--- config.mk ---
export PLATFORM = sky130hd
export DESIGN_NAME = alu_control_stage_flat
export DESIGN_NICKNAME = d
export VERILOG_FILES = /design/src/rtl/alu_control_stage_if.sv /design/src/rtl/alu_control_stage.sv /design/src/flat_wrapper.sv
export SDC_FILE = /design/constraint.sdc
export NUM_CORES = 1
export LEC_CHECK = 0
export BUFFER_PORTS_ARGS = -buffer_cell sky130_fd_sc_hd__buf_2
export CELL_PAD_IN_SITES_DETAIL_PLACEMENT = 2
export CELL_PAD_IN_SITES_GLOBAL_PLACEMENT = 2
export CORE_MARGIN = 8
export CORE_UTILIZATION = 33
export CTS_CLUSTER_SIZE = 25
export DETAILED_ROUTE_END_ITERATION = 6
export GPL_TIMING_DRIVEN = 0
export PLACE_DENSITY = 0.78
export SLEW_MARGIN = 20
export SYNTH_ARGS = -nofsm -noshare
export SYNTH_HDL_FRONTEND = slang
export SYNTH_SLANG_ARGS = --single-unit
--- constraint.sdc ---
create_clock -name clk -period 2.94 [get_ports clk]
set_input_delay 0.588 -clock clk [delete_from_list [all_inputs] [get_ports clk]]
set_output_delay 0.588 -clock clk [all_outputs]
set_load 0.01 [all_outputs]
--- src/rtl/alu_control_stage_if.sv ---
// Handshake bundle between fetch, the ALU control decode stage and execute.
// The stage itself uses the slave view; the surrounding pipeline uses master.
interface alu_control_stage_if;
    logic        in_valid;
    logic        in_ready;
    logic [31:0] instr;
    logic        out_valid;
    logic        out_ready;
    logic [6:0]  alu_ctl;
    logic [31:0] imm;
    logic        b_imm;
    logic        a_uimm;
    logic        illegal;

    modport slave (
        input  in_valid, instr, out_ready,
        output in_ready, out_valid, alu_ctl, imm, b_imm, a_uimm, illegal
    );

    modport master (
        output in_valid, instr, out_ready,
        input  in_ready, out_valid, alu_ctl, imm, b_imm, a_uimm, illegal
    );
endinterface

--- src/rtl/alu_control_stage.sv ---
// RV32I decode stage producing the ALU control word, immediate and operand
// selects, buffered in a two-entry skid queue with ready/valid on both sides.
module alu_control_stage (
    input  logic                clk,
    input  logic                rst,
    alu_control_stage_if.slave  bus
);

    typedef struct packed {
        logic [6:0]  alu_ctl;
        logic [31:0] imm;
        logic        b_imm;
        logic        a_uimm;
        logic        illegal;
    } entry_t;

    typedef enum logic [1:0] {
        EMPTY = 2'd0,
        ONE   = 2'd1,
        FULL  = 2'd2
    } fill_e;

    localparam logic [3:0] OP_AND  = 4'b0000;
    localparam logic [3:0] OP_OR   = 4'b0001;
    localparam logic [3:0] OP_ADD  = 4'b0010;
    localparam logic [3:0] OP_SUB  = 4'b0110;
    localparam logic [3:0] OP_SLT  = 4'b0111;
    localparam logic [3:0] OP_SRL  = 4'b0011;
    localparam logic [3:0] OP_SRA  = 4'b0100;
    localparam logic [3:0] OP_SLL  = 4'b0101;
    localparam logic [3:0] OP_XOR  = 4'b1000;
    localparam logic [3:0] OP_CSRW = 4'b1001;
    localparam logic [3:0] OP_CSRS = 4'b1010;
    localparam logic [3:0] OP_CSRC = 4'b1011;

    localparam logic [6:0] F7_BASE = 7'b0000000;
    localparam logic [6:0] F7_ALT  = 7'b0100000;

    // Shared by OP and OP-IMM; alt_ok is cleared for OP-IMM so SUB is never formed.
    function automatic logic [4:0] arith_op(input logic [2:0] f3,
                                            input logic [6:0] f7,
                                            input logic       f7_checked,
                                            input logic       alt_ok);
        logic [3:0] op;
        logic       bad;
        op  = OP_AND;
        bad = 1'b0;
        case (f3)
            3'b000: begin
                if (!f7_checked) begin
                    op = OP_ADD;
                end else if (f7 == F7_BASE) begin
                    op = OP_ADD;
                end else if ((f7 == F7_ALT) && alt_ok) begin
                    op = OP_SUB;
                end else begin
                    bad = 1'b1;
                end
            end
            3'b001:  begin op = OP_SLL; bad = (f7 != F7_BASE); end
            3'b010:  begin op = OP_SLT; bad = f7_checked && (f7 != F7_BASE); end
            3'b100:  begin op = OP_XOR; bad = f7_checked && (f7 != F7_BASE); end
            3'b110:  begin op = OP_OR;  bad = f7_checked && (f7 != F7_BASE); end
            3'b111:  begin op = OP_AND; bad = f7_checked && (f7 != F7_BASE); end
            3'b101: begin
                if (f7 == F7_BASE) begin
                    op = OP_SRL;
                end else if (f7 == F7_ALT) begin
                    op = OP_SRA;
                end else begin
                    bad = 1'b1;
                end
            end
            default: bad = 1'b1;
        endcase
        return {bad, op};
    endfunction

    function automatic entry_t decode(input logic [31:0] w);
        entry_t     e;
        logic [2:0] f3;
        logic [6:0] f7;
        logic [4:0] ar;
        f3 = w[14:12];
        f7 = w[31:25];
        e  = entry_t'(42'd0);
        ar = 5'd0;
        case (w[6:0])
            7'b0110011: begin
                ar = arith_op(f3, f7, 1'b1, 1'b1);
                e.alu_ctl = {3'b000, ar[3:0]};
                e.illegal = ar[4];
            end
            7'b0010011: begin
                // Only the shift forms reuse imm[11:5] as a funct7 field.
                ar = arith_op(f3, f7, 1'b0, 1'b0);
                e.alu_ctl = {3'b000, ar[3:0]};
                e.illegal = ar[4];
                e.b_imm   = 1'b1;
                e.imm     = {{20{w[31]}}, w[31:20]};
            end
            7'b0000011: begin
                e.alu_ctl = {3'b000, OP_ADD};
                e.b_imm   = 1'b1;
                e.imm     = {{20{w[31]}}, w[31:20]};
            end
            7'b0100011: begin
                e.alu_ctl = {3'b000, OP_ADD};
                e.b_imm   = 1'b1;
                e.imm     = {{20{w[31]}}, w[31:25], w[11:7]};
            end
            7'b1100011: begin
                e.imm = {{19{w[31]}}, w[31], w[7], w[30:25], w[11:8], 1'b0};
                case (f3)
                    3'b000:  e.alu_ctl = {3'b001, OP_SUB};
                    3'b001:  e.alu_ctl = {3'b010, OP_SUB};
                    3'b100:  e.alu_ctl = {3'b011, OP_SUB};
                    3'b101:  e.alu_ctl = {3'b100, OP_SUB};
                    3'b110:  e.alu_ctl = {3'b101, OP_SUB};
                    3'b111:  e.alu_ctl = {3'b110, OP_SUB};
                    default: e.illegal = 1'b1;
                endcase
            end
            7'b0110111, 7'b0010111: begin
                e.alu_ctl = {3'b000, OP_ADD};
                e.b_imm   = 1'b1;
                e.imm     = {w[31:12], 12'd0};
            end
            7'b1101111: begin
                e.alu_ctl = {3'b000, OP_ADD};
                e.imm     = {{11{w[31]}}, w[31], w[19:12], w[20], w[30:21], 1'b0};
            end
            7'b1100111: begin
                e.alu_ctl = {3'b000, OP_ADD};
                e.b_imm   = 1'b1;
                e.imm     = {{20{w[31]}}, w[31:20]};
                e.illegal = (f3 != 3'b000);
            end
            7'b1110011: begin
                case (f3[1:0])
                    2'b01:   e.alu_ctl = {3'b000, OP_CSRW};
                    2'b10:   e.alu_ctl = {3'b000, OP_CSRS};
                    2'b11:   e.alu_ctl = {3'b000, OP_CSRC};
                    default: e.illegal = 1'b1;
                endcase
                e.a_uimm = f3[2];
                if (f3[2]) begin
                    e.imm = {27'd0, w[19:15]};
                end else begin
                    e.imm = 32'd0;
                end
            end
            default: e.illegal = 1'b1;
        endcase
        // Illegal entries carry no decode information at all.
        if (e.illegal) begin
            e = entry_t'(42'd0);
            e.illegal = 1'b1;
        end else begin
            e.illegal = 1'b0;
        end
        return e;
    endfunction

    fill_e  fill_r, fill_s;
    entry_t head_r, head_s;
    entry_t tail_r, tail_s;
    entry_t dec_s;
    logic   push_s;
    logic   pop_s;

    assign bus.in_ready  = (fill_r != FULL);
    assign bus.out_valid = (fill_r != EMPTY);
    assign bus.alu_ctl   = head_r.alu_ctl;
    assign bus.imm       = head_r.imm;
    assign bus.b_imm     = head_r.b_imm;
    assign bus.a_uimm    = head_r.a_uimm;
    assign bus.illegal   = head_r.illegal;

    assign push_s = bus.in_valid & (fill_r != FULL);
    assign pop_s  = (fill_r != EMPTY) & bus.out_ready;

    // Decode of the instruction currently offered by fetch.
    always_comb begin
        dec_s = decode(bus.instr);
    end

    // Next fill state and entry contents from push/pop.
    always_comb begin
        fill_s = fill_r;
        head_s = head_r;
        tail_s = tail_r;
        case (fill_r)
            EMPTY: begin
                if (push_s) begin
                    head_s = dec_s;
                    fill_s = ONE;
                end else begin
                    fill_s = EMPTY;
                end
            end
            ONE: begin
                if (push_s && pop_s) begin
                    head_s = dec_s;
                end else if (push_s) begin
                    tail_s = dec_s;
                    fill_s = FULL;
                end else if (pop_s) begin
                    fill_s = EMPTY;
                end else begin
                    fill_s = ONE;
                end
            end
            FULL: begin
                // No push is possible here: in_ready is low while full.
                if (pop_s) begin
                    head_s = tail_r;
                    fill_s = ONE;
                end else begin
                    fill_s = FULL;
                end
            end
            default: fill_s = EMPTY;
        endcase
    end

    // Buffer state registers with synchronous reset.
    always_ff @(posedge clk) begin
        if (rst) begin
            fill_r <= EMPTY;
            head_r <= entry_t'(42'd0);
            tail_r <= entry_t'(42'd0);
        end else begin
            fill_r <= fill_s;
            head_r <= head_s;
            tail_r <= tail_s;
        end
    end

endmodule
--- src/flat_wrapper.sv ---
// flat-port wrapper written by rule: the top's interface ports become plain ports
module alu_control_stage_flat 
  (clk, rst, bus_in_valid, bus_instr, bus_out_ready, bus_in_ready, bus_out_valid, bus_alu_ctl, bus_imm, bus_b_imm, bus_a_uimm, bus_illegal);
  alu_control_stage_if bus_i ();
  input  logic clk;
  input  logic rst;
  input wire logic [$bits(bus_i.in_valid)-1:0] bus_in_valid;
  input wire logic [$bits(bus_i.instr)-1:0] bus_instr;
  input wire logic [$bits(bus_i.out_ready)-1:0] bus_out_ready;
  output wire logic [$bits(bus_i.in_ready)-1:0] bus_in_ready;
  output wire logic [$bits(bus_i.out_valid)-1:0] bus_out_valid;
  output wire logic [$bits(bus_i.alu_ctl)-1:0] bus_alu_ctl;
  output wire logic [$bits(bus_i.imm)-1:0] bus_imm;
  output wire logic [$bits(bus_i.b_imm)-1:0] bus_b_imm;
  output wire logic [$bits(bus_i.a_uimm)-1:0] bus_a_uimm;
  output wire logic [$bits(bus_i.illegal)-1:0] bus_illegal;
  assign bus_i.in_valid = bus_in_valid;
  assign bus_i.instr = bus_instr;
  assign bus_i.out_ready = bus_out_ready;
  assign bus_in_ready = bus_i.in_ready;
  assign bus_out_valid = bus_i.out_valid;
  assign bus_alu_ctl = bus_i.alu_ctl;
  assign bus_imm = bus_i.imm;
  assign bus_b_imm = bus_i.b_imm;
  assign bus_a_uimm = bus_i.a_uimm;
  assign bus_illegal = bus_i.illegal;
  alu_control_stage u_core (.clk(clk), .rst(rst), .bus(bus_i));
endmodule
==> flow_summary.yaml <==
sta:
  setup-tns-final_ns: 0
  rsz0062_at_grt: "false"
  worstMarginPinSlew_ns: 0.911
  slew_headroom_pct: 39.1
  hold_viol: 0
  whs_ns: 0.462
  maxSlewViolCount: 0
  fin_crit_sh_pct: 95.0
  worst_slack_ns: 0.146
  setup_viol: 0
  fin_worst_skew_ns: 0.00907
  period_minus_slack_ns: 2.79
  fmax_mhz: 358
floorplan:
  die_width_um: 131
  core_area_sq_um: 13100
  io_pins: 80
  start_util_pct: 33.4
  die-height_um: 131
  die-area_sq_um: 17200
  num_rows: 42
drt:
  postRouteAntennaNets: 0
  vias_per_cell: 5.85
  drc: 0
  wl_um: 18000
  drtIter0Drc: 231
  dr.pass1.iters: 4
  wire_per_inst_um: 23.1
  vias: 4563
placed_design:
  place.port_buffers: 74
  place_congestion: 0.846
  dpl-instance-area_sq_um: 4960
  hpwl_um: 13500
  post-place-ws_ns: -0.162
critical_path:
  cp.arrival_ns: 3.07
  endpoint_kind: "flip-flop"
  crit_required_ns: 3.22
  critPathKind: "input port to flip-flop"
  crit_path_start_kind: "input port"
  crit_fanout: 10
power:
  p_int_mw: 1.95
  leakagePower_nw: 2.08
  power_frac_seq_pct: 44.5
  clkPwrFrac_pct: 39.3
  ir_drop_uv: 336
  power.combinational.fraction_pct: 16.2
  switching_share_pct: 29.4
  p_per_area_nw_per_um2: 527
  power_mw: 2.76
  p_sw_uw: 811
clock_network:
  root_buffer: "clkbuf_16"
  cts.sinks: 86
  cts_made_buffers: 9
  cts.path.max_buffers: 2
  clk_latency_ns: 0.35
  ctsHoldBuffers: 0
  post_cts_buffers: 0
  cts_tree: "done"
  h-tree-depth: 3
  cts_resized: 0
  cts.clk_slew.worst_paths_ns: 0.07
finish:
  fill_cells: 1523
  insertedDiodeCount: 0
  multi_input_area_sq_um: 2400
  fin_nets: 635
  area_delta_synth_final_pct: 19.8
  finalInstanceArea_sq_um: 5230
  drive_gt1_share_pct: 22.0
  regArea_sq_um: 1720
yosys:
  yosys-top-cells-area: "dfxtp_1 (39%), a21oi_1 (7.6%), nand2_1 (5.9%)"
  syn_inst: 514
  syn_area_sq_um: 4370
  synth_ff_type: "dfxtp_1"
  ys_types: 65
  yosysWarningCount: 0
  ys_seq_area_share_pct: 39.4
  synthTopCellsByCount: "dfxtp_1 (86), nand2_1 (69), a21oi_1 (66)"
  synth.most_common_cell: "dfxtp_1"
  async_flop_share_pct: 0
  ys_seq_elements: 86
  synth.avg_cell_area_sq_um: 8.50
  syn-num-nets: 550
  synth-edff-count: 0
  synth_largest_area_cell: "dfxtp_1"
  synth_top_area_share_pct: 39.4
global_routing:
  overflow: 0
  grt_usage_pct: 21.4
  grt_pass1_vias: 5033
  grt_max_degree: 14
  grt_pass1_wl_um: 27800
  antenna_found_initial: 0
min_path:
  holdCritPathClass: "flip-flop to flip-flop"
run:
  max_cap_viol_count: 0
run_status:
  outcome: "finished, final reports clean"
==> sequential cells by signal (all words and copies together) (netlist names) <==
| register | cells |
|---|---|
| u_core.bus.b_imm | 1 |
| u_core.bus.alu_ctl | 7 |
| u_core.bus.a_uimm | 1 |
| u_core.tail_r | 42 |
| u_core.bus.illegal | 1 |
| u_core.bus.imm | 32 |
| u_core.fill_r | 2 |
==> path summary, 6_finish.rpt <==
kind	from	end	slack [ns]	cells after the start
max	bus_instr[26]	u_core.bus.imm[21]$_SDFFE_PP0P_	0.15	7
min	u_core.tail_r[5]$_SDFFE_PP0P_	u_core.tail_r[5]$_SDFFE_PP0P_	0.46	2
min reg2reg	u_core.tail_r[5]$_SDFFE_PP0P_	u_core.tail_r[5]$_SDFFE_PP0P_	0.46	2
max reg2reg	u_core.fill_r[1]$_SDFFE_PP0P_	u_core.bus.imm[27]$_SDFFE_PP0P_	0.27	6
==> placed cells by master, fill, tap and decap left out, types with 9 or more instances in the layout <==
cell,n
nor2_1,13
clkbuf_1,44
buf_2,78
dfxtp_1,86
a21oi_1,66
nand2_1,69
o21ai_0,45
clkbuf_16,9
a31o_2,21
a22o_1,27
==> area by class of cell <==
class / instances / share of cell area [%]
Buffer: 50 / 4.33
Clock buffer: 13 / 4.78
Clock inverter: 3 / 0.383
Inverter: 5 / 0.359
Multi-Input combinational cell: 373 / 46.0
Sequential cell: 86 / 32.9
Tap cell: 176 / 4.21
Timing Repair Buffer: 74 / 7.08
==> logic make-up (layout without fill, tap and decap cells) <==
group | Yosys count | in the layout | share of synthesized area [%]
buf+inv | 55 | 145 | 5.62
compound gates | 232 | 232 | 37.7
mux | 4 | 4 | 0.917
simple gates | 137 | 137 | 16.4
flops | 86 | 86 | 39.4
==> metal layers <==
metal  up-vias  global-route usage, %  part of all wire, %
li1       2124                      -                    -
met1      2310                   25.7                   44
met2       100                   36.7                   49
met3        29                   4.50                  4.4
met5         -                      0                    0
met4         0                   7.77                  2.7
==> per-stage QoR <==
stage / instances / utilization, %
2_1_floorplan: 514 / -
3_3_place_gp: 764 / 37.9
3_5_place_dp: 764 / 37.9
4_1_cts: 780 / 40.0
5_1_grt: 780 / 40.0
6_report: 780 / 40.0
==> power by group through the flow <==
stage                     combinational (mW)  sequential [mW]  clock (mW)
after floorplan                        0.245             1.27           0
after global placement                 0.425             1.25           0
after detailed placement               0.443             1.25           0
after CTS                              0.448             1.23        1.10
after global routing                   0.486             1.23        1.15
final                                  0.447             1.23        1.09
==> critical path, stage by stage <==
cell,delay (ns)
buf_2,0.14
nor4_4,0.57
nand2_1,0.11
o311ai_1,0.64
nand4_1,0.39
clkbuf_1,0.38
a21oi_1,0.24
(Power assumes the default switching activity.)
